==> src/rtl/mem_loader_pkg.sv <==
// ----------------------------------------------------------------------------
// mem_loader_pkg
// Shared definitions for the program-image loader: FSM state encoding,
// word/byte geometry of the RAM512x32 target, and a small address helper.
// No ports (package).
// ----------------------------------------------------------------------------
package mem_loader_pkg;

   localparam int BYTES_PER_WORD = 4;
   localparam int RAM_DEPTH      = 512;
   localparam int BYTE_WIDTH     = 8;
   localparam int RAM_AW         = 9;

   typedef enum logic [1:0] {
      ST_IDLE    = 2'd0,
      ST_COLLECT = 2'd1,
      ST_WRITE   = 2'd2,
      ST_DONE    = 2'd3
   } state_t;

   // Write address for word 'index' of a load; the 9-bit sum wraps 0x1FF -> 0x000.
   function automatic logic [RAM_AW-1:0] word_addr(input logic [RAM_AW-1:0] base,
                                                   input logic [RAM_AW:0]   index);
      return base + index[RAM_AW-1:0];
   endfunction

endpackage

==> src/rtl/mem_loader_word_assembler.sv <==
// ----------------------------------------------------------------------------
// word_assembler
// Packs a little-endian byte stream into 32-bit words. Byte k of a word lands
// in bits [8k+7:8k]; o_word_valid pulses in the cycle the 4th byte is accepted
// so the word is complete in r_word from the following cycle on.
//
// Ports
//   i_clk         clock
//   i_rst         synchronous active-high reset
//   i_clear       discard any partial word (driven by the loader FSM)
//   i_accept      a byte is taken this cycle
//   i_byte        byte to place
//   o_word        assembled word
//   o_word_valid  high with the accept of the last byte of a word
// ----------------------------------------------------------------------------
module word_assembler
   import mem_loader_pkg::*;
(
   input  logic                          i_clk,
   input  logic                          i_rst,
   input  logic                          i_clear,
   input  logic                          i_accept,
   input  logic [BYTE_WIDTH-1:0]         i_byte,
   output logic [BYTES_PER_WORD*8-1:0]   o_word,
   output logic                          o_word_valid
);

   logic [1:0]                  r_byte_cnt;
   logic [BYTES_PER_WORD*8-1:0] r_word;

   always_ff @(posedge i_clk) begin
      if (i_rst || i_clear) begin
         r_byte_cnt <= '0;
         r_word     <= '0;
      end else if (i_accept) begin
         r_word[{r_byte_cnt, 3'b000} +: BYTE_WIDTH] <= i_byte;
         r_byte_cnt <= r_byte_cnt + 2'd1;   // wraps to 0 after the 4th byte
      end
   end

   assign o_word       = r_word;
   assign o_word_valid = i_accept && (r_byte_cnt == 2'(BYTES_PER_WORD - 1));

endmodule

==> src/rtl/mem_loader.sv <==
// ----------------------------------------------------------------------------
// mem_loader
// Program-image loader for the RAM512x32 override write port. Bytes arrive on
// a valid/ready handshake, are packed 4-per-word (little-endian) and written
// to consecutive addresses from a latched base. The CPU is held while a load
// is in progress.
//
// Optional feature: define LOADER_CHECKSUM_EN to get a running 32-bit sum of
// the written words on 'checksum'; otherwise 'checksum' is tied to 0.
//
// Ports
//   Clock            system clock (rising edge)
//   reset            synchronous active-high reset
//   start            begin a load (only looked at in IDLE)
//   base_addr        first RAM address, latched on start
//   word_count       words to load, 0..512, latched on start
//   byte_data        stream byte
//   byte_valid       byte_data valid
//   byte_ready       loader takes a byte this cycle
//   overide          one-cycle RAM write strobe
//   overide_address  write address (0 when overide=0)
//   overide_data_in  write data (0 when overide=0)
//   cpu_hold         keeps the CPU stopped during a load
//   busy             not idle
//   done             one-cycle end-of-load pulse
//   checksum         sum of written words (0 without LOADER_CHECKSUM_EN)
//
// state    | meaning
// ---------+---------------------------------------------------------
// IDLE     | waiting for start, all outputs low
// COLLECT  | accepting bytes until a word is complete
// WRITE    | driving one override write of the assembled word
// DONE     | one-cycle done pulse, CPU still held
// ----------------------------------------------------------------------------
module mem_loader
   import mem_loader_pkg::*;
#(
   parameter int DATA_WIDTH = 32,
   parameter int ADDR_WIDTH = 9
)
(
   input  logic                  Clock,
   input  logic                  reset,
   input  logic                  start,
   input  logic [ADDR_WIDTH-1:0] base_addr,
   input  logic [ADDR_WIDTH:0]   word_count,
   input  logic [7:0]            byte_data,
   input  logic                  byte_valid,
   output logic                  byte_ready,
   output logic                  overide,
   output logic [ADDR_WIDTH-1:0] overide_address,
   output logic [DATA_WIDTH-1:0] overide_data_in,
   output logic                  cpu_hold,
   output logic                  busy,
   output logic                  done,
   output logic [DATA_WIDTH-1:0] checksum
);

   state_t                r_state;
   state_t                w_next_state;
   logic [ADDR_WIDTH-1:0] r_base;
   logic [ADDR_WIDTH:0]   r_count;
   logic [ADDR_WIDTH:0]   r_index;
   logic [ADDR_WIDTH:0]   w_index_next;
   logic                  w_start_load;
   logic                  w_accept;
   logic                  w_clear;
   logic [DATA_WIDTH-1:0] w_word;
   logic                  w_word_valid;

   assign w_start_load = (r_state == ST_IDLE) && start;
   assign w_index_next = r_index + 1'b1;
   assign w_accept     = byte_valid && byte_ready;
   // Holding the assembler clear while idle guarantees every load starts on
   // byte 0, even after an aborted load.
   assign w_clear      = (r_state == ST_IDLE);

   word_assembler u_word_assembler (
      .i_clk        (Clock),
      .i_rst        (reset),
      .i_clear      (w_clear),
      .i_accept     (w_accept),
      .i_byte       (byte_data),
      .o_word       (w_word),
      .o_word_valid (w_word_valid)
   );

   // state register
   always_ff @(posedge Clock) begin
      if (reset) r_state <= ST_IDLE;
      else       r_state <= w_next_state;
   end

   // next-state logic
   always_comb begin
      w_next_state = r_state;
      case (r_state)
         ST_IDLE: begin
            if (start) w_next_state = (word_count == '0) ? ST_DONE : ST_COLLECT;
         end
         ST_COLLECT: begin
            if (w_word_valid) w_next_state = ST_WRITE;
         end
         ST_WRITE: begin
            w_next_state = (w_index_next == r_count) ? ST_DONE : ST_COLLECT;
         end
         ST_DONE: w_next_state = ST_IDLE;
         default: w_next_state = ST_IDLE;
      endcase
   end

   // outputs
   always_comb begin
      byte_ready      = 1'b0;
      overide         = 1'b0;
      overide_address = '0;
      overide_data_in = '0;
      cpu_hold        = 1'b0;
      busy            = 1'b0;
      done            = 1'b0;
      case (r_state)
         ST_COLLECT: begin
            byte_ready = 1'b1;
            cpu_hold   = 1'b1;
            busy       = 1'b1;
         end
         ST_WRITE: begin
            overide         = 1'b1;
            overide_address = word_addr(r_base, r_index);
            overide_data_in = w_word;
            cpu_hold        = 1'b1;
            busy            = 1'b1;
         end
         ST_DONE: begin
            done     = 1'b1;
            cpu_hold = 1'b1;
            busy     = 1'b1;
         end
         default: ;
      endcase
   end

   // load parameters and word index
   always_ff @(posedge Clock) begin
      if (reset) begin
         r_base  <= '0;
         r_count <= '0;
         r_index <= '0;
      end else if (w_start_load) begin
         r_base  <= base_addr;
         r_count <= word_count;
         r_index <= '0;
      end else if (r_state == ST_WRITE) begin
         r_index <= w_index_next;
      end
   end

`ifdef LOADER_CHECKSUM_EN
   logic [DATA_WIDTH-1:0] r_checksum;

   always_ff @(posedge Clock) begin
      if (reset || w_start_load) r_checksum <= '0;
      else if (r_state == ST_WRITE) r_checksum <= r_checksum + w_word;
   end

   assign checksum = r_checksum;
`else
   assign checksum = '0;
`endif

endmodule

==> config.mk <==
export PLATFORM = sky130hd
export DESIGN_NAME = mem_loader
export DESIGN_NICKNAME = d
export VERILOG_FILES = /design/src/rtl/mem_loader_pkg.sv /design/src/rtl/mem_loader_word_assembler.sv /design/src/rtl/mem_loader.sv
export SDC_FILE = /design/constraint.sdc
export NUM_CORES = 1
export LEC_CHECK = 0
export CAP_MARGIN = 10
export CORE_AREA = 2 2 92 94
export CTS_CLUSTER_SIZE = 28
export DETAILED_ROUTE_END_ITERATION = 8
export DIE_AREA = 0 0 94 96
export GPL_TIMING_DRIVEN = 0
export PLACE_DENSITY_LB_ADDON = 0.2
export SYNTH_ARGS = -nofsm -noshare
export SYNTH_HDL_FRONTEND = slang
export SYNTH_HIERARCHICAL = 1
export SYNTH_SLANG_ARGS = --single-unit
==> constraint.sdc <==
create_clock -name Clock -period 2.9 [get_ports Clock]
set_clock_uncertainty 0.15 [all_clocks]
set_input_delay 0.58 -clock Clock [delete_from_list [all_inputs] [get_ports Clock]]
set_output_delay 0.58 -clock Clock [all_outputs]
set_load 0.005 [all_outputs]
==> results of run 1 <==
-- routing by layer --
metal,global-route usage,vias to the layer above,part of all wire
met5,0,-,0
met1,0.257,1604,0.42
met2,0.381,106,0.51
met3,0.0399,12,0.052
met4,0.0894,0,0.018
li1,-,1776,-
-- critical path, delay by kind of cell (launching register included) --
kind	cells	cell delay, ps
muxes	1	250
buffers and inverters	2	170
adders and majority gates	2	470
AOI/OAI and AO/OA	3	500
and+or+nand+nor	1	130
DFF	1	370
-- through the flow --
stage / total power [mW] / setup WS (ps) / hold slack (ps) / instance area (um2)
after floorplan: 1.10 / 346 / 277 / 3890
after global routing: 2.06 / -139 / 326 / 5080
after global placement: 1.20 / -421 / 287 / 4780
after CTS: 1.98 / -173 / 301 / 5040
final: 1.97 / -74.4 / 299 / 5080
after detailed placement: 1.20 / -422 / 291 / 4780
-- sequential cells by signal (all words and copies together) (netlist names) --
signal                       cells
r_state                          2
r_base                           9
r_index                         10
u_word_assembler/r_byte_cnt      2
u_word_assembler/o_word         32
r_count                         10
-- Yosys cell counts, types with 2 or more instances --
master,count
dfxtp_1,65
and3_1,3
o21ai_0,6
inv_1,12
nor4_1,4
nor2b_1,8
buf_2,7
buf_6,6
nand3_1,2
a31o_2,2
o21a_1,2
nand2b_1,4
a21oi_1,33
a32oi_1,24
nand4_1,10
buf_4,34
a31oi_1,3
xor2_1,7
o211ai_1,4
xnor2_1,15
nor2_1,43
clkbuf_1,13
ha_1,14
and2_1,37
or3_1,2
mux2i_1,4
nor3_1,8
nand2_1,66
-- where the power goes --
group	internal (mW)	switching, mW	total (mW)
sequential	0.911	0.0183	0.930
clock	0.404	0.385	0.789
combinational	0.127	0.128	0.255
total	1.44	0.532	1.97
-- timing repair --
action                                  CTS  global route
endpoints found under the setup margin   13            38
pin swaps                                 7             6
hold buffers                              0             0
setup buffers                             4             2
cloned                                    0             0
resized for setup                        25            14
-- final timing paths --
check / cells after the start / endpoint / slack (ps) / start
setup / recovery: 9 / overide_address[8] / -70 / r_index[0]
hold reg to reg: 2 / u_word_assembler/o_word[1] / 300 / u_word_assembler/o_word[1]
hold / removal: 2 / u_word_assembler/o_word[1] / 300 / u_word_assembler/o_word[1]
setup reg to reg: 10 / r_state[1] / 700 / r_state[0]
-- cell type report --
cell class | count | share of cell area
Multi-Input combinational cell | 355 | 0.426
Sequential cell | 65 | 0.259
Clock inverter | 7 | 0.0155
Clock buffer | 9 | 0.0244
Buffer | 61 | 0.0820
Timing Repair Buffer | 82 | 0.156
Inverter | 13 | 0.0121
Tap cell | 105 | 0.0259
-- cell families after synthesis --
group	Yosys count	share of synthesized area
AND/OR/NAND/NOR	197	0.261
buffers and inverters	74	0.125
flip-flops	65	0.345
multiplexers	5	0.0136
adder cells (fa/ha/maj)	15	0.0517
other	1	0.000994
AO/OA/AOI/OAI	84	0.152
XOR/XNOR	22	0.0511
==> qor.csv, run 1 <==
metric,value,unit
status,finished with violations,
failing checks,setup timing,
maximum buffer depth of the clock tree,2,
Root Driver,clkbuf_8,
post-synthesis async set-or-reset flop share,0,
vias in the first global route,3167,
drt initial violations,138,
"critical path, cell by cell",ha_4 -> inv_2 -> fa_2 -> nor2b_2 -> o21a_1 -> o211ai_1 -> a31oi_1 -> mux2i_1 -> buf_2,
CTS sink count,65,
"Largest stage delay, worst path",370,ps
Worst Tran Pin Value,586,ps
layout cell share with drive strength beyond 1,0.167,
global-route wire length before repair,15100,um
fin. max-slew vios,0,
Synth area leader,dfxtp_1,
"Setup violations, final",2,
via-per-instance ratio,5.02,
"commonest non-fill, non-tap cell in the layout",clkdlybuf4s50_1,
Post-synth EDFFs,0,
cts bufs inserted,9,
"Seq/Total Area, Yosys",0.345,
grt ovf,0,
unique cell type count in the Yosys netlist,53,
# fillers,735,
CTS tree,yes,
die height,96,um
Routed WL per cell,14.1,um
CP arrival,2240,ps
multi-input combinational cell area,0.00216,mm2
H-tree depth,3,
Slew HR,0.609,
Initial Util,0.469,
Final Cycle Share,1.03,
port buffer count,76,
placed insts,675,
initial antenna violation count,0,
final hold vios,0,
Worst-path clk slew,70,ps
largest net degree at the start of global routing,14,
Die X,94,um
fin util,0.631,
RSZ-0062 raised after global routing,yes,
total of max-cap violations,0,
synth top area cells,"dfxtp_1, buf_4, nand2_1, and2_1, a32oi_1",
full die area,0.00902,mm2
CP Class,flip-flop to primary output,
top-area cell type share of the netlist area,0.345,
Via Count,3498,
DRC violations left,0,
CP Capture Type,primary output,
# IOs,109,
nets@finish,633,
Area Growth Syn to Fin,34.6,%
diodes inserted,0,
Hold/Removal Path Class,flip-flop to flip-flop,
Mean Syn Cell Area,8.15,um2
CP max stage cell,dfxtp_4,
dpl hpwl,7200,um
pwr dens,389,mW/mm2
setup TNS,-146,ps
Max VDD drop,0.217,mV
Core Area,0.00805,mm2
"Req. time, crit path",2170,ps
Max Fanout on Critical Path,2,
"FF+latch count, synth",65,
cells after synthesis,463,
storage element area,0.00131,mm2
Rows,33,
Tot GR Track Use,0.215,
post-synthesis cell area,0.00377,mm2
Skew-Pair Late Insertion Delay,340,ps
most frequent cells in the layout,"clkdlybuf4s50_1, nand2_1, dfxtp_1, nor2_1, buf_4",
Final ANT Viol Nets,0,
Pre-Repair DR Iteration Count,4,
Post-synth top flop,dfxtp_1,
Startpoint Class,flip-flop,
fin crit period,2970,ps
fin cells,697,
slack of the critical path,-74.4,ps
Yosys warning count,6,
Total Wirelength,9800,um
Achievable Freq,0.336,GHz
Static Leakage,2.01,nW
GPL Wtd Cong,0.899,
Power figures use the tool's default switching activity.
==> run 2: changes to the inputs <==
Settings changed: SKIP_LAST_GASP set to 1.
==> results of run 2 <==
No change in the layout: final DEF, timing and power equal those of run 1.
